File: src/rtl/pingpong_pkg.sv
// pingpong_pkg
// Shared constants and types for the write (A) side of the ping-pong frame
// buffer. Imported by the frame writer, its trigger detector and the bus
// interface.
//   ADDR_W  : frame address width
//   DATA_W  : sample width
//   DEPTH   : samples per frame (2**ADDR_W)
//   state_t : frame writer state encoding
package pingpong_pkg;

   localparam int ADDR_W = 7;
   localparam int DATA_W = 8;
   localparam int DEPTH  = 1 << ADDR_W;

   // WAIT_RDY : idle, waiting for the buffer side to offer a free frame
   // ARM      : hunting for the trigger (or the first sample in free-run)
   // CAPTURE  : writing the remaining samples of the frame
   // FINISH   : one cycle that announces the completed frame
   typedef enum logic [1:0] {
      WAIT_RDY = 2'd0,
      ARM      = 2'd1,
      CAPTURE  = 2'd2,
      FINISH   = 2'd3
   } state_t;

endpackage

File: src/rtl/pingpong_frame_writer_if.sv
// pingpong_frame_writer_if
// Bundles the sample stream coming in from the ADC front end and the A-side
// write port of the ping-pong buffer.
//   s_valid, s_data : sample strobe and unsigned sample
//   readya          : buffer A side ready for a new frame
//   addra/wea/dina  : frame write port
//   finisha         : one-cycle frame-complete pulse
// Modports:
//   master : the frame writer (consumes samples, drives the write port)
//   slave  : the environment (sample source plus buffer)
interface pingpong_frame_writer_if;
   import pingpong_pkg::*;

   logic              s_valid;
   logic [DATA_W-1:0] s_data;
   logic              readya;
   logic [ADDR_W-1:0] addra;
   logic              wea;
   logic [DATA_W-1:0] dina;
   logic              finisha;

   modport master (
      input  s_valid,
      input  s_data,
      input  readya,
      output addra,
      output wea,
      output dina,
      output finisha
   );

   modport slave (
      output s_valid,
      output s_data,
      output readya,
      input  addra,
      input  wea,
      input  dina,
      input  finisha
   );

endinterface

File: src/rtl/pp_trig_detect.sv
// pp_trig_detect
// Level-crossing detector for the frame writer. Remembers the previously
// accepted (non-triggering) sample and compares it against the current one.
//   clka     : clock
//   rstb     : synchronous active-high reset
//   clear    : forget the previous sample (asserted on ARM entry)
//   update   : store cur as the previous sample
//   cur      : current sample
//   level    : trigger threshold (unsigned)
//   rising   : 1 = rising crossing, 0 = falling crossing
//   crossing : combinational crossing indication for cur
module pp_trig_detect
   import pingpong_pkg::*;
(
   input  logic              clka,
   input  logic              rstb,
   input  logic              clear,
   input  logic              update,
   input  logic [DATA_W-1:0] cur,
   input  logic [DATA_W-1:0] level,
   input  logic              rising,
   output logic              crossing
);

   logic [DATA_W-1:0] prev;
   logic              prev_valid;

   // A fresh frame must not trigger against a sample left over from the
   // previous arming, so clear behaves like a local reset.
   always_ff @(posedge clka) begin
      if (rstb || clear) begin
         prev       <= '0;
         prev_valid <= 1'b0;
      end else if (update) begin
         prev       <= cur;
         prev_valid <= 1'b1;
      end
   end

   // The threshold itself counts as the far side of the crossing, so a ramp
   // that lands exactly on the level triggers.
   always_comb begin
      crossing = 1'b0;
      if (prev_valid) begin
         if (rising) begin
            crossing = (prev < level) && (cur >= level);
         end else begin
            crossing = (prev > level) && (cur <= level);
         end
      end
   end

endmodule

File: src/rtl/pingpong_frame_writer.sv
// pingpong_frame_writer
// Producer on the write (A) side of the ping-pong frame buffer. Decimates an
// 8-bit sample stream, optionally waits for a level crossing, then writes one
// DEPTH-sample frame at addresses 0..DEPTH-1, pulses finisha and waits for
// readya before capturing again.
//   clka            : clock, rising edge
//   rstb            : synchronous active-high reset
//   bus             : sample stream + A-side write port (master modport)
//   cfg_decim       : keep 1 of every cfg_decim+1 valid samples
//   cfg_trig_en     : 1 = start on level crossing, 0 = free-run
//   cfg_trig_rising : 1 = rising crossing, 0 = falling
//   cfg_trig_level  : trigger threshold
//   busy            : high in ARM, CAPTURE and FINISH
//   frame_cnt       : completed frames, wrapping
//   drop_cnt        : samples discarded in WAIT_RDY/FINISH, saturating
module pingpong_frame_writer
   import pingpong_pkg::*;
#(
   parameter int DECIM_W = 8,
   parameter int CNT_W   = 16
) (
   input  logic                    clka,
   input  logic                    rstb,
   pingpong_frame_writer_if.master bus,
   input  logic [DECIM_W-1:0]      cfg_decim,
   input  logic                    cfg_trig_en,
   input  logic                    cfg_trig_rising,
   input  logic [DATA_W-1:0]       cfg_trig_level,
   output logic                    busy,
   output logic [CNT_W-1:0]        frame_cnt,
   output logic [CNT_W-1:0]        drop_cnt
);

   state_t              state;
   logic [DECIM_W-1:0]  decim_cnt;
   logic [DECIM_W-1:0]  decim_cfg;
   logic                trig_en_cfg;
   logic                trig_rising_cfg;
   logic [DATA_W-1:0]   trig_level_cfg;
   logic [ADDR_W-1:0]   idx;

   logic                capturing;
   logic                accept;
   logic                crossing;
   logic                trig_hit;
   logic                trig_update;
   logic                trig_clear;
   logic                dropping;

   assign capturing   = (state == ARM) || (state == CAPTURE);
   assign accept      = bus.s_valid && capturing && (decim_cnt == '0);
   assign trig_hit    = !trig_en_cfg || crossing;
   assign trig_update = accept && (state == ARM) && !trig_hit;
   assign trig_clear  = (state == WAIT_RDY) && bus.readya;
   assign dropping    = bus.s_valid && ((state == WAIT_RDY) || (state == FINISH));

   pp_trig_detect u_trig (
      .clka     (clka),
      .rstb     (rstb),
      .clear    (trig_clear),
      .update   (trig_update),
      .cur      (bus.s_data),
      .level    (trig_level_cfg),
      .rising   (trig_rising_cfg),
      .crossing (crossing)
   );

   // Frame sequencer. wea/finisha default low every cycle so each write and
   // each frame-complete pulse lasts exactly one cycle. The configuration is
   // only sampled on ARM entry so that mid-frame changes cannot tear a frame.
   always_ff @(posedge clka) begin
      if (rstb) begin
         state           <= WAIT_RDY;
         decim_cnt       <= '0;
         decim_cfg       <= '0;
         trig_en_cfg     <= 1'b0;
         trig_rising_cfg <= 1'b0;
         trig_level_cfg  <= '0;
         idx             <= '0;
         bus.addra       <= '0;
         bus.wea         <= 1'b0;
         bus.dina        <= '0;
         bus.finisha     <= 1'b0;
         busy            <= 1'b0;
         frame_cnt       <= '0;
         drop_cnt        <= '0;
      end else begin
         bus.wea     <= 1'b0;
         bus.finisha <= 1'b0;

         if (dropping && (drop_cnt != '1)) begin
            drop_cnt <= drop_cnt + CNT_W'(1);
         end

         // Decimation counts every valid sample while the frame is open,
         // accepted or not; a zero count marks the sample to keep.
         if (bus.s_valid && capturing) begin
            if (decim_cnt == '0) begin
               decim_cnt <= decim_cfg;
            end else begin
               decim_cnt <= decim_cnt - DECIM_W'(1);
            end
         end

         case (state)
            WAIT_RDY: begin
               if (bus.readya) begin
                  state           <= ARM;
                  busy            <= 1'b1;
                  decim_cnt       <= '0;
                  decim_cfg       <= cfg_decim;
                  trig_en_cfg     <= cfg_trig_en;
                  trig_rising_cfg <= cfg_trig_rising;
                  trig_level_cfg  <= cfg_trig_level;
               end
            end
            ARM: begin
               if (accept && trig_hit) begin
                  bus.wea   <= 1'b1;
                  bus.addra <= '0;
                  bus.dina  <= bus.s_data;
                  idx       <= ADDR_W'(1);
                  state     <= CAPTURE;
               end
            end
            CAPTURE: begin
               if (accept) begin
                  bus.wea   <= 1'b1;
                  bus.addra <= idx;
                  bus.dina  <= bus.s_data;
                  idx       <= idx + ADDR_W'(1);
                  if (idx == ADDR_W'(DEPTH - 1)) begin
                     state <= FINISH;
                  end
               end
            end
            FINISH: begin
               bus.finisha <= 1'b1;
               frame_cnt   <= frame_cnt + CNT_W'(1);
               busy        <= 1'b0;
               state       <= WAIT_RDY;
            end
            default: begin
               state <= WAIT_RDY;
               busy  <= 1'b0;
            end
         endcase
      end
   end

endmodule
File: src/flat_wrapper.sv
// flat-port wrapper written by rule: the top's interface ports become plain ports
module pingpong_frame_writer_flat import pingpong_pkg::*;
#(
   parameter int DECIM_W = 8,
   parameter int CNT_W   = 16
)
  (clka, rstb, cfg_decim, cfg_trig_en, cfg_trig_rising, cfg_trig_level, busy, frame_cnt, drop_cnt, bus_s_valid, bus_s_data, bus_readya, bus_addra, bus_wea, bus_dina, bus_finisha);
  pingpong_frame_writer_if bus_i ();
  input  logic clka;
  input  logic rstb;
  input  logic [DECIM_W-1:0] cfg_decim;
  input  logic cfg_trig_en;
  input  logic cfg_trig_rising;
  input  logic [DATA_W-1:0] cfg_trig_level;
  output logic busy;
  output logic [CNT_W-1:0] frame_cnt;
  output logic [CNT_W-1:0] drop_cnt;
  input wire logic [$bits(bus_i.s_valid)-1:0] bus_s_valid;
  input wire logic [$bits(bus_i.s_data)-1:0] bus_s_data;
  input wire logic [$bits(bus_i.readya)-1:0] bus_readya;
  output wire logic [$bits(bus_i.addra)-1:0] bus_addra;
  output wire logic [$bits(bus_i.wea)-1:0] bus_wea;
  output wire logic [$bits(bus_i.dina)-1:0] bus_dina;
  output wire logic [$bits(bus_i.finisha)-1:0] bus_finisha;
  assign bus_i.s_valid = bus_s_valid;
  assign bus_i.s_data = bus_s_data;
  assign bus_i.readya = bus_readya;
  assign bus_addra = bus_i.addra;
  assign bus_wea = bus_i.wea;
  assign bus_dina = bus_i.dina;
  assign bus_finisha = bus_i.finisha;
  pingpong_frame_writer #(.DECIM_W(DECIM_W), .CNT_W(CNT_W)) u_core (.clka(clka), .rstb(rstb), .bus(bus_i), .cfg_decim(cfg_decim), .cfg_trig_en(cfg_trig_en), .cfg_trig_rising(cfg_trig_rising), .cfg_trig_level(cfg_trig_level), .busy(busy), .frame_cnt(frame_cnt), .drop_cnt(drop_cnt));
endmodule
File: config.mk
export PLATFORM = sky130hd
export DESIGN_NAME = pingpong_frame_writer_flat
export DESIGN_NICKNAME = d
export VERILOG_FILES = /design/src/rtl/pingpong_pkg.sv /design/src/rtl/pingpong_frame_writer_if.sv /design/src/rtl/pp_trig_detect.sv /design/src/rtl/pingpong_frame_writer.sv /design/src/flat_wrapper.sv
export SDC_FILE = /design/constraint.sdc
export NUM_CORES = 1
export LEC_CHECK = 0
export ABC_AREA = 1
export CORE_MARGIN = 2
export CORE_UTILIZATION = 54
export CTS_CLUSTER_DIAMETER = 50
export DETAILED_ROUTE_END_ITERATION = 8
export HOLD_SLACK_MARGIN = 0.02
export PLACE_DENSITY = 0.85
export SYNTH_ARGS = -nofsm -noshare
export SYNTH_HDL_FRONTEND = slang
export SYNTH_HIERARCHICAL = 1
export SYNTH_SLANG_ARGS = --single-unit
File: constraint.sdc
create_clock -name clka -period 3.2 [get_ports clka]
set_input_delay 0.8 -clock clka [delete_from_list [all_inputs] [get_ports clka]]
set_output_delay 0.8 -clock clka [all_outputs]
set_load 0.01 [all_outputs]
# ---- Yosys cells after proc, flatten, opt, wreduce, memory -nomap -nowiden
# Index checks and enable logic that the tools add are counted.
dict set report word_totals {
  regBits 94
  out_inout_bits 50
  wordCells 83
}
dict set report classes {
  addsub 4
  n_lt_le_gt_ge 4
  eq_ne 9
  n_mux 26
  reduce_logical 24
}
# cell count
set ops {}
lappend ops {{2-to-1 mux 8 bit} 6}
lappend ops {{adder 16 x 1 -> 16 bit (second input constant)} 2}
lappend ops {{2-to-1 mux 7 bit} 4}
lappend ops {{one-hot mux 7 bit (2 select lines)} 2}
lappend ops {{inequality test 16 bit (second input constant)} 1}
lappend ops {{one-hot mux 8 bit (2 select lines)} 1}
lappend ops {{logical AND 1 bit} 10}
lappend ops {{>= comparator 8 bit} 1}
lappend ops {{greater-than comparator 8 bit} 1}
lappend ops {{<= comparator 8 bit} 1}
lappend ops {{logical NOT 8 bit} 1}
lappend ops {{less-than comparator 8 bit} 1}
lappend ops {{2-to-1 mux 2 bit} 4}
lappend ops {{one-hot mux 2 bit (4 select lines)} 1}
lappend ops {{subtractor 8 x 1 -> 8 bit (second input constant)} 1}
lappend ops {{adder 7 x 1 -> 7 bit (second input constant)} 1}
lappend ops {{equality test 7 bit (second input constant)} 1}
lappend ops {{2-to-1 mux 1 bit} 6}
lappend ops {{inequality test 2 bit (second input constant)} 3}
lappend ops {{equality test 2 bit (second input constant)} 2}
lappend ops {{logical OR 1 bit} 4}
lappend ops {{one-hot mux 1 bit (2 select lines)} 2}
lappend ops {{AND reduction 2 bit} 2}
lappend ops {{AND reduction 4 bit} 1}
lappend ops {{6 further kinds} 8}

# ---- Longest topological paths before layout
# Gate-level depths: netlist of the first run.
dict set report logic_depth {
  ltp_word 8
  ltp_mapped 21
}

# ---- Modules after synthesis
# Netlist of the first run, hierarchy kept.
# module n_inst cells_each area_per_inst_um2 seq_area_each_um2
set modules_own_cells {}
lappend modules_own_cells {pingpong_frame_writer 1 548 4048.9 1701.6}
lappend modules_own_cells {pp_trig_detect 1 116 788.3 180.2}

# ---- Least setup slack after synthesis of the first run
# OpenSTA, ideal clock, no wires.
dict set report synth_path {
  path_type {input -> register}
  start {input port bus_s_data[7]}
  end {register u_core.u_trig.prev[0]}
  arrival_time_ns 2.495
  t_required_ns 3.114
  path_slack_ns 0.620
  path_stages 14
  n_path_buf 1
  cell_sequence {ha_1 a21o_1 nor2_1 nand3_1 nand2_1 nand2_1 nand2_1 nor2_1 nor2_1 nand2_1 nor2_1 buf_2 nor2_1 a211oi_1}
}
dict set report synth_between {
  elab_chain_cells 7
  elab_cells_between_ends 9
  cone_classes {order compare: 2; mux: 2; reduce/logical: 5}
}
# item line_no
set synth_rtl {}
lappend synth_rtl {{start: declaration} flat_wrapper.sv:19} ;# input wire logic [$bits(bus_i.s_data)-1:0] bus_s_data;
lappend synth_rtl {{<= comparator 8 bit or >= comparator 8 bit (tied branches)} {pp_trig_detect.sv:48, pp_trig_detect.sv:46}}
lappend synth_rtl {{logical AND 1 bit, on equally long branches} {pp_trig_detect.sv:48, pp_trig_detect.sv:46}}
lappend synth_rtl {{2-to-1 mux 1 bit (*)} pp_trig_detect.sv:45} ;# if (rising) begin
lappend synth_rtl {{2-to-1 mux 1 bit (*)} pp_trig_detect.sv:44} ;# if (prev_valid) begin
lappend synth_rtl {{net u_core.crossing} pingpong_frame_writer.sv:44} ;# logic crossing;
lappend synth_rtl {{logical OR 1 bit (*)} pingpong_frame_writer.sv:52} ;# assign trig_hit = !trig_en_cfg || crossing;
lappend synth_rtl {{logical NOT 1 bit (*)} pingpong_frame_writer.sv:53} ;# assign trig_update = accept && (state == ARM) && !trig_hit;
lappend synth_rtl {{logical AND 1 bit (*)} pingpong_frame_writer.sv:53}
lappend synth_rtl {{net u_core.trig_update} pingpong_frame_writer.sv:46} ;# logic trig_update;
lappend synth_rtl {{end signal: assignment} pp_trig_detect.sv:35} ;# prev <= cur;
lappend synth_rtl {{end: declaration} pp_trig_detect.sv:25} ;# logic [DATA_W-1:0] prev;
# The timed path passes the listed nets; every way through them passes the cells marked *.
# A chain may end at the register's enable or synchronous reset.

# ---- Final worst setup path of the first run
dict set report layout_path {
  start {input port bus_s_data[7]}
  end {register u_core.idx[5]}
}
dict set report layout_between {
  elab_chain_cells 8
  elab_cells_between_ends 10
  cone_classes {order compare: 2; eq/ne: 1; mux: 2; reduce/logical: 5}
}
# item line_no
set layout_rtl {}
lappend layout_rtl {{<= comparator 8 bit or >= comparator 8 bit (tied branches)} {pp_trig_detect.sv:48, pp_trig_detect.sv:46}}
lappend layout_rtl {{logical AND 1 bit, on equally long branches} {pp_trig_detect.sv:48, pp_trig_detect.sv:46}}
lappend layout_rtl {{2-to-1 mux 1 bit (*)} pp_trig_detect.sv:45}
lappend layout_rtl {{2-to-1 mux 1 bit (*)} pp_trig_detect.sv:44}
lappend layout_rtl {{net u_core.crossing} pingpong_frame_writer.sv:44}
lappend layout_rtl {{logical OR 1 bit (*)} pingpong_frame_writer.sv:52}
lappend layout_rtl {{logical AND 1 bit (*)} pingpong_frame_writer.sv:118} ;# if (accept && trig_hit) begin
lappend layout_rtl {{inequality test 2 bit (no line) (*)} -}
lappend layout_rtl {{AND reduction 3 bit (no line) (*)} -}
lappend layout_rtl {{end signal: assignment} pingpong_frame_writer.sv:131} ;# idx <= idx + ADDR_W'(1);
lappend layout_rtl {{end: declaration} pingpong_frame_writer.sv:40} ;# logic [ADDR_W-1:0] idx;
# Marks and branches as above.

==> results of run 1 <==
-- worst max-delay path, delay by kind of cell --
kind          cells  cell delay (ns)
buf+inv           2             0.57
simple gates     15             1.47
fa+ha+maj         1             0.33
-- registers in the layout, summed over array words and instances (netlist names) --
| name | flops |
|---|---|
| u_core/state | 2 |
| u_core/decim_cnt | 8 |
| u_core/frame_cnt | 16 |
| u_core/bus.dina | 8 |
| u_core/trig_en_cfg | 1 |
| u_core/bus.wea | 1 |
| u_core/busy | 1 |
| u_core/trig_level_cfg | 8 |
| u_core/u_trig/prev_valid | 1 |
| u_core/trig_rising_cfg | 1 |
| u_core/idx | 7 |
| u_core/bus.finisha | 1 |
| u_core/bus.addra | 7 |
| u_core/u_trig/prev | 8 |
| u_core/decim_cfg | 8 |
| u_core/drop_cnt | 16 |
-- cell type report --
class | instances | area (µm²) | area share (%)
multi-input combinational | 485 | 2562 | 43.40
sequential | 94 | 1882 | 31.87
timing repair buffer | 93 | 895.9 | 15.17
inverter | 65 | 245.2 | 4.153
clock buffer | 10 | 137.6 | 2.331
tap | 108 | 135.1 | 2.289
clock inverter | 6 | 46.29 | 0.7841
-- per-layer routing --
layer / up-vias / wire length [µm]
met5: - / 0
met4: 0 / 170
met3: 21 / 571
met2: 129 / 5808
met1: 2094 / 5121
li1: 2298 / -
-- kinds of logic after synthesis --
logic type      Yosys count  share of synthesized area [%]
flops                    94                          38.90
fa+ha+maj                25                          6.467
simple gates            323                          29.54
buf+inv                  85                          8.122
xor+xnor                 16                          2.897
compound gates          121                          14.07
-- worst paths after layout --
path                            depth (start not counted)                             startpoint                                to
worst min-delay path                                    2       u_core/bus.addra[4]$_SDFFE_PP0P_  u_core/bus.addra[4]$_SDFFE_PP0P_
worst min register to register                          2       u_core/bus.addra[4]$_SDFFE_PP0P_  u_core/bus.addra[4]$_SDFFE_PP0P_
worst max-delay path                                   18                          bus_s_data[7]        u_core/idx[5]$_SDFFE_PP0P_
worst max register to register                         19  u_core/trig_level_cfg[7]$_SDFFE_PP0P_        u_core/idx[5]$_SDFFE_PP0P_
-- power by group --
| group | switching [mW] | total [mW] | internal, mW |
|---|---|---|---|
| registers | 0.110 | 1.42 | 1.31 |
| clock network | 0.431 | 0.738 | 0.308 |
| logic | 0.985 | 1.52 | 0.533 |
-- synth_stat cells (2+ instances only) --
cell type | count | share of area, %
inv_2 | 6 | 0.47
or2_2 | 2 | 0.26
clkbuf_1 | 7 | 0.54
nor3_1 | 9 | 0.93
o21a_1 | 4 | 0.62
a211oi_1 | 3 | 0.47
nor2_1 | 106 | 8.2
buf_2 | 4 | 0.41
nor2_4 | 6 | 1.4
nand2_2 | 8 | 1.0
nand3_2 | 4 | 0.83
a21oi_2 | 9 | 1.6
ha_1 | 25 | 6.5
o21ai_0 | 43 | 4.4
dfxtp_1 | 94 | 39
xor2_1 | 14 | 2.5
a21oi_1 | 54 | 5.6
nand3_1 | 24 | 2.5
nand4_1 | 4 | 0.52
nor2_2 | 6 | 0.78
o211ai_1 | 3 | 0.47
inv_1 | 57 | 4.4
nand2_1 | 147 | 11
xnor2_1 | 2 | 0.36
buf_6 | 6 | 1.4
-- stage by stage --
step	setup WS, ns	utilization (%)
finish	0.2656	67.70
global route	0.07549	67.70
floorplan	0.6199	-
global placement	0.02174	65.60
CTS	0.3034	67.70
detailed placement	-0.05718	65.60
==> key figures, run 1 <==
Global route
  • Initial antenna violation count: 0
  • Met1 GRT Util: just under 30%
  • GR Util met2: approximately 45%
  • Vias in the first global route: approximately 4500
  • GRT overflow: 0
  • First-pass GRT wire length: slightly below 20 mm
  • Pin count of the biggest net entering global routing: 33
  • Met3 GRT Util: 4.894%
  • Total GRT Usage: around 24%
  • GRT busiest layer: met2

STA
  • Endpoints failing setup: 0
  • Min Clock Period, post-route: ~3 ns
  • Worst Tran Pin Value: 0.5988 ns
  • Setup Skew: ~0.012 ns
  • Final Cycle Share: 91.70%
  • RSZ-0062 raised after global routing: false
  • Total negative setup slack: 0 ns
  • Fmax: 0.3408 GHz
  • Final hold violation count: 0
  • Slew Limit Fails: 0
  • Worst hold margin: 0.4744 ns
  • Max transition margin: between 60 and 70%

Clock network
  • Clock sinks: 94
  • CTS tree: yes
  • Clock slew at reported path FFs: roughly 0.09 ns
  • Setup bufs post-CTS: 0
  • Post-CTS sizing: 0
  • Clock latency on the worst-skew pair: roughly 0.36 ns
  • Hold buffer count at cts: 0
  • H-Tree Depth: 3
  • CTS max path bufs: 2
  • Total CTS buffers: 9
  • CTS Root Cell: clkbuf_8

Synthesis
  • Post-synth EDFFs: 0
  • Register area share after synthesis: between 30 and 40%
  • Async S/R FF share, synth: 0%
  • Syn Nets: roughly 700
  • Top_reg_cell synth: dfxtp_1
  • Syn avg cell area: roughly 7.3 µm²
  • Post-Synthesis Cell Area: around 4800 µm²
  • Seq cells post-synth: 94
  • Yosys cell types: 42
  • Yosys warning count: 6
  • Synth Instances: 664

Drt
  • Via count: 4542
  • Post-route DRC: 0
  • Antenna Violating Nets Remaining: 0
  • Vias/cell: roughly 5.3
  • DR iter-0 viols: between 200 and 250
  • Router iterations before antenna repair: 4
  • Drt wl/cell: 13.56 µm
  • Detailed Route WL: 11.67 mm

Finish
  • Non-Filler Instances: approximately 860
  • Final Instance Area: 5904 µm²
  • Net count, final: 803
  • Share of cells above drive strength 1: about a tenth
  • Most frequent cells in the layout: 147 x nand2_1, 106 x nor2_1, 94 x dfxtp_1, 79 x clkdlybuf4s50_1, 57 x inv_1
  • # diodes: 0
  • Fill cells: ~710
  • Layout area overhead: 22.06%
  • Commonest non-fill, non-tap cell in the layout: nand2_1

Power
  • Static Leak: between 2 and 2.5 nW
  • Power per Cell Area: roughly 620 nW/µm²
  • Final Total Pwr: roughly 3.7 mW
  • Max IR drop VDD: around 330 µV

Placed design
  • Placed cells: between 800 and 900
  • RD Place Congestion: ~0.87
  • Post-DP HPWL: 8.707 mm
  • Cell Area, Placed: about 5700 µm²
  • Port Buffers: 79

Die
  • Initial core utilization: a little under three fifths
  • Chip width: about 99 µm
  • # rows: 34
  • Core area: 8721 µm²
  • Die height: 98.65 µm
  • I/O Pins: 80
  • Full die area: a little under 10000 µm²

Critical path
  • CP max stage cell: clkdlybuf4s50_1
  • Crit-path max FO: 19
  • Worst R2R Setup Slack: between 0.7 and 0.8 ns
  • Most used cell, CP: nand2_1
  • Type of the worst setup path: in -> reg
  • Crit path launch type: primary input
  • Crit-path cells: clkdlybuf4s50_1, ha_1, nand2_2, nor2_4, nand4_2, nand3_1, nand2_1, nand2_1, nand2_1, nor2_1, nor2_1, nand2_1, buf_4, nand4_4, nor2_4, nand3_1, nand2_1, nor2_1
  • Critical path arrival: approximately 3.2 ns
  • Slowest stage delay, CP: about 0.44 ns
  • Worst Setup End Kind: register
  • CP required: 3.45 ns

Status
  • Status: finished clean

Hold path
  • Min-delay worst type: reg -> reg

Job
  • Max_cap viols: 0
Power figures use the tool's default switching activity.
==> run 2: changes to the inputs <==
- CORE_UTILIZATION: 54 -> 53
- PLACE_DENSITY: 0.85 -> 0.84
- SYNTH_HIERARCHICAL: 1 -> not set
==> run 2 against run 1 <==
  * Combinational power decreased by 5%
  * Highest routed layer unchanged
  * Routed wire length decreased by 5.3%
  * Maximum frequency increased by 4.9%
  * Clock-buffer cell count increased by 1
  * Cell area decreased by 4.3%
  * Worst hold slack got worse by 0.0034 ns
  * Critical path depth decreased by 5
  * Total power decreased by 2.3%
  * Die area decreased by 3.3%
==> key figures, run 2 <==
Status
  • Status: finished clean

Hold path
  • Hold_sp: u_core.bus.addra[1]$_SDFFE_PP0P_
  • Min-Delay Path Depth: 2
  • Hold Path End: u_core.bus.addra[1]$_SDFFE_PP0P_
  • Min-delay worst type: reg -> reg

Critical path
  • RR Endpoint: u_core.bus.dina[3]$_SDFFE_PP0P_
  • Worst R2R Setup Slack: between 0.9 and 1 ns
  • Crit path launch type: primary input
  • CP delay by family, top: simple AND/OR/NAND/NOR gates
  • Critical path arrival: 3.01 ns
  • CP max stage cell: clkdlybuf4s50_1
  • Buf/Inv on CP: 1
  • R2r startpoint: u_core.trig_level_cfg[7]$_SDFFE_PP0P_
  • CP required: between 3 and 4 ns
  • Type of the worst setup path: in -> reg
  • Crit-path cells: clkdlybuf4s50_1, ha_1, nand2_1, nor2_1, nand4_1, nand3_1, nand2_1, nand2_1, nand3_2, nand3_2, nand3_4, nand2_1, a21oi_1
  • Crit-path max FO: 24
  • Most used cell, CP: nand2_1
  • Slowest stage delay, CP: between 0.4 and 0.5 ns
  • Reg2Reg Depth: 13
  • Worst Setup End Kind: register

Clock network
  • Setup bufs post-CTS: 0
  • Total CTS buffers: 9
  • CTS tree: yes
  • CTS Root Cell: clkbuf_8
  • Clock slew at reported path FFs: about 0.080 ns
  • CTS max path bufs: 2
  • Clock latency on the worst-skew pair: 0.35 ns
  • H-Tree Depth: 3
  • Hold buffer count at cts: 0
  • Post-CTS sizing: 0
  • Clock sinks: 94

Job
  • Max_cap viols: 0

Drt
  • Router iterations before antenna repair: 4
  • Drt wl/cell: ~14 µm
  • DR iter-0 viols: 179
  • Antenna Violating Nets Remaining: 0
  • Vias/cell: between 5 and 6
  • Via count: approximately 4400
  • Detailed Route WL: 11.05 mm
  • Post-route DRC: 0

Synthesis
  • Async S/R FF share, synth: 0%
  • Mux contribution to synthesized area: 0%
  • Syn Nets: between 600 and 700
  • Yosys cell types: 42
  • Most numerous cell in the Yosys netlist: dfxtp_1
  • Yosys warning count: 0
  • Top cells by instance count after synthesis: 94 x dfxtp_1, 90 x nand2_1, 81 x inv_1
  • Synth area leader: dfxtp_1
  • Adder-Cell Fraction of Synth Area: roughly 6.8%
  • Top_reg_cell synth: dfxtp_1
  • Synth area leaders: dfxtp_1 41%, nand2_1 7.4%, a21oi_1 7.3%
  • Complex-gate fraction of the synthesized area: between 15 and 20%
  • Syn avg cell area: 7.438 µm²
  • Post-Synth XOR/XNOR Area: 1.147%
  • Synth Instances: 616
  • Post-Synthesis Cell Area: roughly 4600 µm²
  • Yosys top cell area share: approximately two fifths
  • Seq cells post-synth: 94
  • Simple-gate share of the synthesized area: between 20% and 30%
  • Main combinational cell family by area after synthesis: simple AND/OR/NAND/NOR gates
  • Post-synth EDFFs: 0
  • Register area share after synthesis: approximately two fifths

STA
  • Setup Skew: roughly 0.013 ns
  • Final hold violation count: 0
  • Max transition margin: between 60% and 70%
  • Endpoints failing setup: 0
  • Total negative setup slack: 0 ns
  • Fmax: approximately 0.36 GHz
  • Worst Tran Pin Value: between 0.5 and 0.6 ns
  • Min Clock Period, post-route: 2.796 ns
  • Slew Limit Fails: 0
  • RSZ-0062 raised after global routing: false
  • Final Cycle Share: 87.38%

Global route
  • GRT overflow: 0
  • Total GRT Usage: ~23%
  • First-pass GRT wire length: between 15 and 20 mm
  • Initial antenna violation count: 0
  • Vias in the first global route: 4183
  • Pin count of the biggest net entering global routing: 34

Die
  • I/O Pins: 80
  • Full die area: approximately 9400 µm²
  • Initial core utilization: 55.21%
  • Core area: 8299 µm²
  • Chip width: just under 100 µm
  • # rows: 33
  • Die height: ~97 µm

Finish
  • Share of cells above drive strength 1: 6.026%
  • Multi-input logic area: 2290 µm²
  • FF+latch area: around 1900 µm²
  • Fill cells: 693
  • Net count, final: about 750
  • Biggest regs: u_core.drop_cnt: 16 flops, u_core.frame_cnt: 16 flops
  • Most frequent cells in the layout: 94 x dfxtp_1, 90 x nand2_1, 81 x inv_1, 79 x clkdlybuf4s50_1, 73 x nor2_1
  • # diodes: 0
  • Commonest non-fill, non-tap cell in the layout: dfxtp_1
  • Layout area overhead: 23.35%

Power
  • Final Total Pwr: 3.595 mW
  • Static Leak: approximately 2.3 nW
  • Power per Cell Area: ~640 nW/µm²
  • Max IR drop VDD: 327.6 µV

Placed design
  • RD Place Congestion: roughly 0.86
  • Post-DP HPWL: about 7.9 mm
  • Port Buffers: 79
## run 2: worst reg2reg max path: cells and delay by family (launching register included)
| kind | cells | cell delay [ns] |
|---|---|---|
| flip-flops | 1 | 0.32 |
| AND/OR/NAND/NOR | 8 | 1.03 |
| AO/OA/AOI/OAI | 3 | 0.39 |
| adder cells (fa/ha/maj) | 1 | 0.30 |
| buffers and inverters | 1 | 0.07 |
## run 2: kinds of logic (layout without fill, tap and decap cells)
family / count (synthesis) / count (layout)
buffers and inverters: 105 / 186
adder cells (fa/ha/maj): 25 / 25
flip-flops: 94 / 94
XOR/XNOR: 6 / 6
AO/OA/AOI/OAI: 142 / 142
AND/OR/NAND/NOR: 244 / 244
## run 2: through the flow
step                      cell area, µm²  setup slack [ns]  utilization, %  std cells  hold slack [ns]
final                               5652            0.4037           68.10        802           0.4710
after global routing                5652            0.2430           68.10        802           0.4907
after CTS                           5652            0.4243           68.10        802           0.4720
after detailed placement            5478            0.1016           66.00        787           0.4587
after global placement              5478            0.1825           66.00        787           0.4522
after floorplan                     4582            0.8923               -        616           0.4294
## run 2: report_power, final
| group | internal, mW | leakage (nW) | switching (mW) |
|---|---|---|---|
| Sequential | 1.33 | 0.764 | 0.111 |
| Clock | 0.317 | 0.0910 | 0.385 |
| Combinational | 0.531 | 1.42 | 0.917 |
## run 2: worst max path at each step
stage | slack (ns) | depth (start not counted) | start | endpoint
floorplan | 0.89 | 13 | bus_s_data[7] | u_core.idx[3]$_SDFFE_PP0P_
global placement | 0.18 | 13 | bus_s_data[7] | u_core.idx[3]$_SDFFE_PP0P_
detailed placement | 0.10 | 13 | bus_s_data[7] | u_core.idx[3]$_SDFFE_PP0P_
CTS | 0.42 | 16 | bus_s_data[1] | u_core.bus.dina[3]$_SDFFE_PP0P_
global route | 0.24 | 14 | bus_s_data[7] | u_core.idx[2]$_SDFFE_PP0P_
finish | 0.40 | 13 | bus_s_data[7] | u_core.bus.dina[3]$_SDFFE_PP0P_
## run 2: area by class of cell
| cell class | instances | share of cell area [%] |
|---|---|---|
| sequential | 94 | 33.30 |
| clock buffer | 11 | 2.679 |
| tap | 105 | 2.325 |
| timing repair buffer | 86 | 15.14 |
| clock inverter | 4 | 0.3985 |
| multi-input combinational | 417 | 40.51 |
| inverter | 85 | 5.645 |
## run 2: layer usage
metal / share of wire, % / track usage [%]
met1: 44 / 29.52
met2: 48 / 38.89
met3: 6.7 / 4.697
met4: 1.3 / 8.017
met5: 0 / 0
==> run 3: changes to the inputs <==
- CORE_ASPECT_RATIO: not set -> 0.8
==> run 3 against run 2 <==
  * Maximum frequency decreased by 0.21%
  * Routed wire length decreased by 0.24%
  * Critical path type unchanged
  * Largest power group is now combinational cells
  * Flip-flop and latch count is the same
==> key figures, run 3 (synthesis gave the netlist of run 2 again) <==
Status
  • Status: finished clean

Die
  • Core area: approximately 8400 µm²
  • Full die area: ~9400 µm²
  • Chip width: between 100 and 150 µm
  • # rows: 30
  • I/O Pins: 80
  • Die height: ~87 µm
  • Initial core utilization: between 50% and 60%

Placed design
  • Cell Area, Placed: approximately 5500 µm²
  • Port Buffers: just under 80
  • RD Place Congestion: slightly above 0.8
  • Post-DP HPWL: between 8 and 9 mm

Critical path
  • R2r startpoint: u_core.trig_level_cfg[7]$_SDFFE_PP0P_
  • Crit path launch type: primary input
  • Crit-path max FO: 24
  • RR Endpoint: u_core.idx[3]$_SDFFE_PP0P_
  • Critical path arrival: a little over 3 ns
  • Reg2Reg Depth: 13
  • Worst R2R Setup Slack: around 0.92 ns
  • Worst Setup End Kind: register
  • Type of the worst setup path: in -> reg
  • CP required: approximately 3.5 ns

Global route
  • First-pass GRT wire length: about 18 mm
  • Pin count of the biggest net entering global routing: 35
  • Vias in the first global route: ~4100
  • Total GRT Usage: 24.30%
  • Initial antenna violation count: 0
  • GRT overflow: 0

Job
  • Max_cap viols: 0

Drt
  • Antenna Violating Nets Remaining: 0
  • Vias/cell: ~5.4
  • WL met1: ~5 mm
  • Post-route DRC: 0
  • Drt wl/cell: approximately 14 µm
  • Detailed Route WL: around 11 mm
  • Router iterations before antenna repair: 6
  • WL met3: between 500 and 600 µm
  • Via count: approximately 4400
  • DR iter-0 viols: 243
  • Top Metal Used: met4
  • Met2 wire length: 5.317 mm

STA
  • Max transition margin: around 70%
  • Endpoints failing setup: 0
  • Final hold violation count: 0
  • Fmax: roughly 0.36 GHz
  • Slew Limit Fails: 0
  • Total negative setup slack: 0 ns
  • Min Clock Period, post-route: 2.802 ns
  • Setup Skew: slightly above 0.008 ns
  • RSZ-0062 raised after global routing: false
  • Final Cycle Share: 87.57%
  • Worst Tran Pin Value: between 0.4 and 0.5 ns

Clock network
  • CTS tree: yes
  • Post-CTS sizing: 0
  • Hold buffer count at cts: 0
  • CTS max path bufs: 2
  • Setup bufs post-CTS: 0
  • Total CTS buffers: 9
  • Clock slew at reported path FFs: 0.09 ns
  • Clock sinks: between 90 and 100
  • Clock latency on the worst-skew pair: 0.36 ns
  • H-Tree Depth: 3
  • CTS Root Cell: clkbuf_8

Finish
  • Commonest non-fill, non-tap cell in the layout: dfxtp_1
  • Final Instance Area: ~5700 µm²
  • Net count, final: 749
  • Layout area overhead: 24.77%
  • Share of cells above drive strength 1: under 10%
  • Most frequent cells in the layout: 94 x dfxtp_1, 90 x nand2_1, 81 x inv_1, 79 x clkdlybuf4s50_1, 73 x nor2_1
  • # diodes: 0
  • Biggest regs: u_core.drop_cnt: 16 flops, u_core.frame_cnt: 16 flops

Hold path
  • Hold Path End: u_core.decim_cfg[3]$_SDFFE_PP0P_
  • Min-delay worst type: reg -> reg
  • Hold_sp: u_core.decim_cfg[3]$_SDFFE_PP0P_
  • Min-Delay Path Depth: 2

Power
  • Final Total Pwr: 3.780 mW
  • Power per Cell Area: around 660 nW/µm²
  • Static Leak: 2.301 nW
  • Max IR drop VDD: roughly 360 µV
run 3: worst max-delay path by stage:
stage	from	to	slack, ns	cells after the start
floorplan	bus_s_data[7]	u_core.idx[3]$_SDFFE_PP0P_	0.89	13
global placement	bus_s_data[7]	u_core.idx[3]$_SDFFE_PP0P_	0.23	13
detailed placement	bus_s_data[5]	u_core.idx[3]$_SDFFE_PP0P_	0.11	13
CTS	bus_s_data[7]	u_core.idx[3]$_SDFFE_PP0P_	0.44	13
global route	bus_s_data[7]	u_core.idx[3]$_SDFFE_PP0P_	0.27	13
finish	bus_s_data[5]	u_core.idx[3]$_SDFFE_PP0P_	0.40	13
run 3: cell type report:
type / instances / area (µm²)
Clock buffer: 11 / 141.4
Clock inverter: 5 / 81.33
Timing Repair Buffer: 87 / 863.3
Multi-Input combinational cell: 417 / 2290
Inverter: 85 / 319.1
Fill cell: 695 / 2729
Tap cell: 112 / 140.1
Sequential cell: 94 / 1882
run 3: through the flow:
stage	util (%)	hold slack [ns]	setup WS (ns)	instances
final	67.69	0.4587	0.3978	811
after global routing	67.69	0.4802	0.2734	811
after CTS	67.69	0.4579	0.4387	811
after detailed placement	65.05	0.4455	0.1090	795
after global placement	65.05	0.4455	0.2319	795
after floorplan	-	0.4294	0.8923	616
run 3: worst max-delay path: stages:
cell and delay (ns):
clkdlybuf4s50_1 0.48, ha_1 0.35, a21oi_1 0.17, o21a_1 0.17
nand2_1 0.06, nand2_1 0.06, nand2_1 0.05, nand2_1 0.08
nand3_2 0.08, nand3_2 0.18, nand3_4 0.28, a21oi_1 0.23
nor2_1 0.06
run 3: report_power, final:
part           internal, mW  total [mW]  switching, mW
combinational         0.533        1.46          0.927
clock                 0.464       0.874          0.411
sequential             1.33        1.45          0.111
run 3: layer usage:
layer	vias to the layer above	track usage, %
met4	0	8.159
met2	126	41.51
met1	2008	30.97
met3	13	4.712
met5	-	0
li1	2204	-
